**src/rtl/stage_reader.sv**
```systemverilog
// Read side of an FFT stage buffer: claims a FULL buffer, walks the radix-2 DIT
// butterfly address pairs for one stage and streams them out. Twiddle indices: STAGE_READER_TWIDDLE_EN.
module stage_reader #(
    parameter int N         = 8,
    parameter int LOG_N     = 3,
    parameter int LOG_LOG_N = 2,
    parameter int WIDTH     = 32
) (
    input  logic                 clk,
    input  logic                 rst_n,
    input  logic [LOG_LOG_N-1:0] stage_idx,
    input  logic [1:0]           buf_state,
    output logic [LOG_N-1:0]     buf_addr0,
    output logic [LOG_N-1:0]     buf_addr1,
    input  logic [WIDTH-1:0]     buf_data0,
    input  logic [WIDTH-1:0]     buf_data1,
    output logic                 buf_active,
    output logic                 out_nd,
    input  logic                 out_ready,
    output logic [WIDTH-1:0]     out_data0,
    output logic [WIDTH-1:0]     out_data1,
    output logic [LOG_N-1:0]     out_addr0,
    output logic [LOG_N-1:0]     out_addr1,
    output logic [LOG_N-2:0]     out_tw_addr,
    output logic                 out_last,
    output logic                 error,
    output logic [1:0]           dbg_state
);

    typedef enum logic [1:0] {
        IDLE  = 2'd0,
        READ  = 2'd1,
        DRAIN = 2'd2
    } state_t;

    localparam logic [LOG_N-2:0]   K_LAST   = (LOG_N-1)'(N/2 - 1);
    localparam logic [LOG_N-1:0]   ONE      = LOG_N'(1);
    localparam logic [LOG_LOG_N:0] STAGES   = (LOG_LOG_N+1)'(LOG_N);
    localparam logic [1:0]         ST_FULL  = 2'd2;

    state_t                 state_q, state_d;
    logic [LOG_N-2:0]       k_q, k_d;
    logic [LOG_LOG_N-1:0]   s_q, s_d;
    logic                   active_q, active_d;
    logic                   nd_q, nd_d;
    logic                   last_q, last_d;
    logic                   err_q, err_d;
    logic [WIDTH-1:0]       data0_q, data0_d;
    logic [WIDTH-1:0]       data1_q, data1_d;
    logic [LOG_N-1:0]       addr0_q, addr0_d;
    logic [LOG_N-1:0]       addr1_q, addr1_d;

    logic [LOG_N-1:0]       k_ext;
    logic [LOG_N-1:0]       mask;
    logic [LOG_N-1:0]       stride;
    logic [LOG_N-1:0]       rd_addr0;
    logic [LOG_N-1:0]       rd_addr1;
    logic                   advance;
    logic                   stage_bad;

    // Pair k of stage s: insert a zero at bit s of k for the lower address,
    // the partner sits 2^s above it.
    always_comb begin
        k_ext    = {1'b0, k_q};
        mask     = ~({LOG_N{1'b1}} << s_q);
        stride   = ONE << s_q;
        rd_addr0 = (((k_ext >> s_q) << s_q) << 1) | (k_ext & mask);
        rd_addr1 = rd_addr0 + stride;
    end

`ifdef STAGE_READER_TWIDDLE_EN
    logic [LOG_N-2:0]     tw_q, tw_d;
    logic [LOG_N-2:0]     rd_tw;
    logic [LOG_LOG_N-1:0] tw_shift;

    always_comb begin
        tw_shift = LOG_LOG_N'(LOG_N-1) - s_q;
        rd_tw    = (k_q & mask[LOG_N-2:0]) << tw_shift;
    end

    assign out_tw_addr = tw_q;
`else
    assign out_tw_addr = '0;
`endif

    // Output handshake: a pair transfers on a rising edge where out_nd and
    // out_ready are both high; while out_nd & ~out_ready every output holds.
    assign advance   = ~nd_q | out_ready;
    assign stage_bad = {1'b0, stage_idx} >= STAGES;

    always_comb begin
        state_d  = state_q;
        k_d      = k_q;
        s_d      = s_q;
        active_d = active_q;
        nd_d     = nd_q;
        last_d   = last_q;
        data0_d  = data0_q;
        data1_d  = data1_q;
        addr0_d  = addr0_q;
        addr1_d  = addr1_q;
`ifdef STAGE_READER_TWIDDLE_EN
        tw_d     = tw_q;
`endif
        err_d    = err_q | (active_q & ~buf_state[1]);

        case (state_q)
            IDLE: begin
                if (buf_state == ST_FULL) begin
                    if (stage_bad) begin
                        err_d = 1'b1;
                    end else begin
                        state_d  = READ;
                        active_d = 1'b1;
                        k_d      = '0;
                        s_d      = stage_idx;
                    end
                end
            end
            READ: begin
                if (advance) begin
                    data0_d = buf_data0;
                    data1_d = buf_data1;
                    addr0_d = rd_addr0;
                    addr1_d = rd_addr1;
`ifdef STAGE_READER_TWIDDLE_EN
                    tw_d    = rd_tw;
`endif
                    nd_d    = 1'b1;
                    k_d     = k_q + 1'b1;
                    if (k_q == K_LAST) begin
                        last_d   = 1'b1;
                        active_d = 1'b0;
                        state_d  = DRAIN;
                    end
                end
            end
            DRAIN: begin
                if (out_ready) begin
                    nd_d    = 1'b0;
                    last_d  = 1'b0;
                    state_d = IDLE;
                end
            end
            default: begin
                state_d = IDLE;
            end
        endcase
    end

    always_ff @(posedge clk or negedge rst_n) begin
        if (!rst_n) begin
            state_q  <= IDLE;
            k_q      <= '0;
            s_q      <= '0;
            active_q <= 1'b0;
            nd_q     <= 1'b0;
            last_q   <= 1'b0;
            err_q    <= 1'b0;
            data0_q  <= '0;
            data1_q  <= '0;
            addr0_q  <= '0;
            addr1_q  <= '0;
`ifdef STAGE_READER_TWIDDLE_EN
            tw_q     <= '0;
`endif
        end else begin
            state_q  <= state_d;
            k_q      <= k_d;
            s_q      <= s_d;
            active_q <= active_d;
            nd_q     <= nd_d;
            last_q   <= last_d;
            err_q    <= err_d;
            data0_q  <= data0_d;
            data1_q  <= data1_d;
            addr0_q  <= addr0_d;
            addr1_q  <= addr1_d;
`ifdef STAGE_READER_TWIDDLE_EN
            tw_q     <= tw_d;
`endif
        end
    end

    assign buf_addr0  = (state_q == READ) ? rd_addr0 : '0;
    assign buf_addr1  = (state_q == READ) ? rd_addr1 : '0;
    assign buf_active = active_q;
    assign out_nd     = nd_q;
    assign out_data0  = data0_q;
    assign out_data1  = data1_q;
    assign out_addr0  = addr0_q;
    assign out_addr1  = addr1_q;
    assign out_last   = last_q;
    assign error      = err_q;
    assign dbg_state  = state_q;

endmodule
```
**config.mk**
```make
export PLATFORM = sky130hd
export DESIGN_NAME = stage_reader
export DESIGN_NICKNAME = d
export VERILOG_FILES = /design/src/rtl/stage_reader.sv
export SDC_FILE = /design/constraint.sdc
export NUM_CORES = 1
export LEC_CHECK = 0
export BUFFER_PORTS_ARGS = -buffer_cell sky130_fd_sc_hd__buf_2
export CAP_MARGIN = 20
export CORE_MARGIN = 5
export CORE_UTILIZATION = 45
export DETAILED_ROUTE_END_ITERATION = 16
export GPL_TIMING_DRIVEN = 0
export PLACE_DENSITY = 0.78
export SYNTH_ARGS = -nofsm -noshare
export SYNTH_HDL_FRONTEND = slang
export SYNTH_SLANG_ARGS = --single-unit
```
**constraint.sdc**
```tcl
create_clock -name clk -period 2.6 [get_ports clk]
set_input_delay 0.52 -clock clk [delete_from_list [all_inputs] [get_ports clk]]
set_output_delay 0.52 -clock clk [all_outputs]
set_load 0.005 [all_outputs]
```
# Yosys cells after proc, flatten, opt, wreduce, memory -nomap -nowiden
# Cells that the tools add are included.
dict set report op_classes {
  n_addsub 2
  n_mux 26
  n_reduce_logical 10
  eq_ne 9
  n_lt_le_gt_ge 1
  bitwise_logic 9
  shift 4
}
# op count
set op_table {}
lappend op_table {{2-to-1 mux 2 bit} 8}
lappend op_table {{2-to-1 mux 1 bit} 11}
lappend op_table {{inequality test 2 bit (second input constant)} 5}
lappend op_table {{AND reduction 5 bit} 2}
lappend op_table {{AND reduction 4 bit} 2}
lappend op_table {{== test 2 bit (second input constant)} 3}
lappend op_table {{2-to-1 mux 3 bit} 2}
lappend op_table {{one-hot mux 1 bit (2 select lines)} 3}
lappend op_table {{one-hot mux 2 bit (3 select lines)} 1}
lappend op_table {{AND reduction 3 bit} 2}
lappend op_table {{one-hot mux 2 bit (2 select lines)} 1}
lappend op_table {{nonzero test 2 bit} 2}
lappend op_table {{adder 3 bit} 1}
lappend op_table {{AND 2 x 3 -> 3 bit} 1}
lappend op_table {{inverter 1 bit} 3}
lappend op_table {{inverter 3 bit} 1}
lappend op_table {{bitwise OR 3 bit} 1}
lappend op_table {{<< shifter 1 x 2 -> 3 bit (first input constant)} 1}
lappend op_table {{<< shifter 3 x 2 -> 2 bit} 1}
lappend op_table {{<< shifter 3 x 2 -> 3 bit (first input constant)} 1}
lappend op_table {{right shift 2 x 2 -> 3 bit} 1}
lappend op_table {{adder 2 x 1 -> 2 bit (second input constant)} 1}
lappend op_table {{== test 2 x 1 -> 1 bit (second input constant)} 1}
lappend op_table {{greater-or-equal comparator 2 bit (second input constant)} 1}
lappend op_table {{4 further kinds} 5}
dict set report totals {
  output_inout_bits 84
  regBits 80
  elab_cells 72
  in_bits 71
}

# Depth between registers and ports, before layout
dict set report depth {
  depth_word 6
  ltp_mapped 6
  depth_no_buf 5
}

# Worst setup path before layout
# Ideal clock, no wire load.
dict set report synth_path {
  kind {reg-to-output}
  startpoint {register s_q[1]}
  endpoint {output port buf_addr1[2]}
  setup_slack_ns 0.676
  path_buffers 0
  path_stages_with_launch 6
  required_time_ns 2.080
  arrival_ns 1.404
  path_cell_list {dfrtp_1 > nor2_1 > a22o_1 > fa_1 > a21boi_0 > nor3_1}
}
dict set report synth_via {
  elab_chain_len 6
  word_cells_on_any_way 9
  cone_classes {add/sub (1); shift (4); mux (1); bitwise (3)}
}
# element line
set synth_rtl {}
lappend synth_rtl {{from (decl)} 43} ;# logic [LOG_LOG_N-1:0] s_q, s_d;
lappend synth_rtl {{from (signal assigned)} 155} ;# s_q <= '0;
lappend synth_rtl {{from (signal assigned)} 170} ;# s_q <= s_d;
lappend synth_rtl {{parallel branches: the longest is 3 deep, another holds right shift 2 x 2 -> 3 bit} --}
lappend synth_rtl {{bitwise OR 3 bit *} 67} ;# rd_addr0 = (((k_ext >> s_q) << s_q) << 1) | (k_ext & mask);
lappend synth_rtl {{named net rd_addr0[1]} 56} ;# logic [LOG_N-1:0] rd_addr0;
lappend synth_rtl {{adder 3 bit *} 68} ;# rd_addr1 = rd_addr0 + stride;
lappend synth_rtl {{2-to-1 mux 3 bit *} 186} ;# assign buf_addr1 = (state_q == READ) ? rd_addr1 : '0;
lappend synth_rtl {{to (decl)} 14} ;# output logic [LOG_N-1:0] buf_addr1,
# Mark *: on every way through the listed nets, which the timed path passes.

# Final worst setup path
dict set report layout_path {
  startpoint {register k_q[0]}
  endpoint {output port buf_addr1[2]}
}
dict set report layout_via {
  elab_chain_len 5
  word_cells_on_any_way 6
  cone_classes {add/sub (1); shift (2); mux (1); bitwise (2)}
}
# element line
set layout_rtl {}
lappend layout_rtl {{from (decl)} 42} ;# logic [LOG_N-2:0] k_q, k_d;
lappend layout_rtl {{from (signal assigned)} 169} ;# k_q <= k_d;
lappend layout_rtl {{right shift 2 x 2 -> 3 bit} 67}
lappend layout_rtl {{<< shifter 3 x 2 -> 2 bit} 67}
lappend layout_rtl {{bitwise OR 3 bit} 67}
lappend layout_rtl {{named net rd_addr0[1]} 56}
lappend layout_rtl {{adder 3 bit} 68}
lappend layout_rtl {{2-to-1 mux 3 bit} 186}
# The timed path passes the listed nets, and every way through them passes these cells.

==> qor.yml <==
period_needed_ns: 2.42
vias: 2330
cp-startpoint: "k_q[0]"
yosysTopAreaCell: "dfrtp_1"
reg2reg_to: "out_data0[15]"
path_clk_slew_ns: 0.08
gp_congestion: 0.727
remaining_drc_errors: 0
io_buffers: 152
die_area_um2: 8970
finalMaxSlewViolations: 0
power.switching_mw: 1.60
syn2layout_area_growth_pct: 34.3
fin_crit_sh_pct: 93.2
grt_pass1_wl_um: 11500
cp_max_fo: 6
peakVddDrop_mv: 0.512
post_drt_wl_per_cell_um: 14.8
setup_violations: 0
cts_max_path_buffers: 2
syn-instance-count: 220
power.total_mw: 5.13
setup_tns_ns: 0
status: "completed"
clock-sinks: 80
syn_area_per_cell_um2: 14.7
yosysSeqAreaShare_pct: 62.0
io_pins: 155
hp-class: "in2async"
netlist_top_cells_count: "80 x dfrtp_1, 58 x mux2_2, 13 x o21ai_0"
max_freq_ghz: 0.413
nets: 459
fin_skew_ns: 0.00889
drt_first_iter_violations: 28
vias_per_cell: 4.79
cp.required_ns: 2.08
syn_area_um2: 3230
r2r_slack_ns: 0.82
clk_latency_ns: 0.33
place_hpwl_um: 5530
async_reset_ff_share_pct: 100
multi_input_area_um2: 1120
met1_usage_pct: 19.7
seqCellArea_um2: 2000
hold_viol: 0
grt_util_met2_pct: 28.0
yosysMostFrequentCell: "dfrtp_1"
cp-start-kind: "flop"
antennaDiodeCount: 0
cts_made_buffers: 9
busiest_layer: "met2"
grt_max_degree: 68
n_fill_cell: 544
die_h_um: 94.7
core_um2: 6870
comb_power_share_pct: 40.6
yosys_warnings: 0
worstSetupEndpoint: "buf_addr1[2]"
internal-power_mw: 3.53
ys_top_cells_by_area: "dfrtp_1 62%, mux2_2 20%, mux2_4 3.3%"
seq_power_share_pct: 42.5
ys_types: 33
htreeDepth: 3
first_pass_iters: 4
synth_edf_count: 0
arrival_ns: 1.90
yosysTopAreaCellShare_pct: 62.0
rsz0062_at_grt: "false"
clk_root_buffer_cell: "clkbuf_8"
powerDensity_nw_per_um2: 1180
overflow: 0
grt_usage_pct: 16.6
die_w_um: 94.7
start_util_pct: 47.0
place_ws_ns: 0.467
tritoncts: "yes"
grtUsageMet3_pct: 5.50
wl_um: 7210
r2r_start: "dbg_state[1]"
whs_ns: 0.0328
drive_gt1_share_pct: 63.1
synth_seq_cells: 80
leakagePower_nw: 2.14
ff2ff_path_depth: 5
antenna_found_initial: 0
crit_type: "reg2out"
p_clk_share_pct: 16.9
maxCapViolCount: 0
endpoint_kind: "output port"
num_rows: 30
netSwitchingFraction_pct: 31.3
ys.flop_type: "dfrtp_1"
setup_slack_ns: 0.178
first_global_vias: 2452
final_antenna_net_count: 0
[worst min path at each step]
stage | from | to | slack (ns)
after CTS | rst_n | s_q[0] | 0.02
after floorplan | rst_n | buf_active | 0.22
after global routing | rst_n | out_data1[7] | 0.02
after detailed placement | rst_n | s_q[0] | 0.39
after global placement | error | error | 0.46
final | rst_n | s_q[0] | 0.03
[worst max-delay path: stages, from the launching register on]
cell	delay [ns]
dfrtp_1	0.44
a22o_1	0.28
fa_1	0.42
a21boi_0	0.15
nor3_1	0.14
buf_2	0.14
[layer usage]
metal  up-vias  part of all wire [%]
met3         9                   9.5
met2        98                    49
li1       1100                     -
met1      1123                    41
met5         -                     0
met4         0                   1.1
[final cells by class]
cell class	instances	area share, %
sequential	80	46.2
multi-input combinational	126	25.9
timing repair buffer	153	18.2
clock buffer	11	3.26
tap	96	2.77
buffer	12	2.25
clock inverter	4	1.04
inverter	4	0.346
[placed cells by master (no fill, tap or decap), types with 2 or more instances in the layout]
cell type and count:
nor3_1 2, a21oi_1 5, nor2b_1 3, clkinv_2 3
buf_2 154, conb_1 3, o22a_1 2, mux2_4 7
buf_6 5, mux2_2 58, inv_1 4, o21ai_0 13
clkbuf_1 2, clkbuf_8 10, dfrtp_1 79, nand2b_1 4
o31ai_1 2, buf_4 4, nand2_1 3, nor2_1 9
[repair_timing]
action                                  CTS  global route
resized for setup                         0             1
endpoints found under the setup margin    0             1
hold buffers                              0             0
buffers inserted                          0             0
[power by group through the flow]
| stage | Clock (mW) | Sequential (mW) | Combinational, mW |
|---|---|---|---|
| after floorplan | 0 | 2.24 | 1.11 |
| after global placement | 0 | 2.17 | 2.06 |
| after detailed placement | 0 | 2.20 | 2.12 |
| after CTS | 0.903 | 2.19 | 2.13 |
| after global routing | 0.965 | 2.28 | 2.29 |
| final | 0.869 | 2.18 | 2.08 |
[state kept, by name, indices dropped and copies added (netlist names)]
| name | flops |
|---|---|
| error | 1 |
| out_data1 | 32 |
| buf_active | 1 |
| s_q | 2 |
| dbg_state | 2 |
| out_nd | 1 |
| out_last | 1 |
| out_addr1 | 3 |
| k_q | 2 |
| out_data0 | 32 |
| out_addr0 | 3 |
[kinds of logic after synthesis]
logic type / share of synthesized area, %
other cells: 0.116
simple gates: 4.38
compound gates: 5.50
fa+ha+maj: 1.01
mux: 23.5
buf+inv: 3.49
flops: 62.0
[metrics by stage]
stage | utilization, % | area [µm²] | std cells
finish | 63.1 | 4330 | 486
global route | 63.1 | 4330 | 486
CTS | 63.1 | 4330 | 486
detailed placement | 60.4 | 4150 | 471
global placement | 59.9 | 4120 | 470
floorplan | - | 3240 | 222
Note: power is estimated with default switching activity, not from simulation.
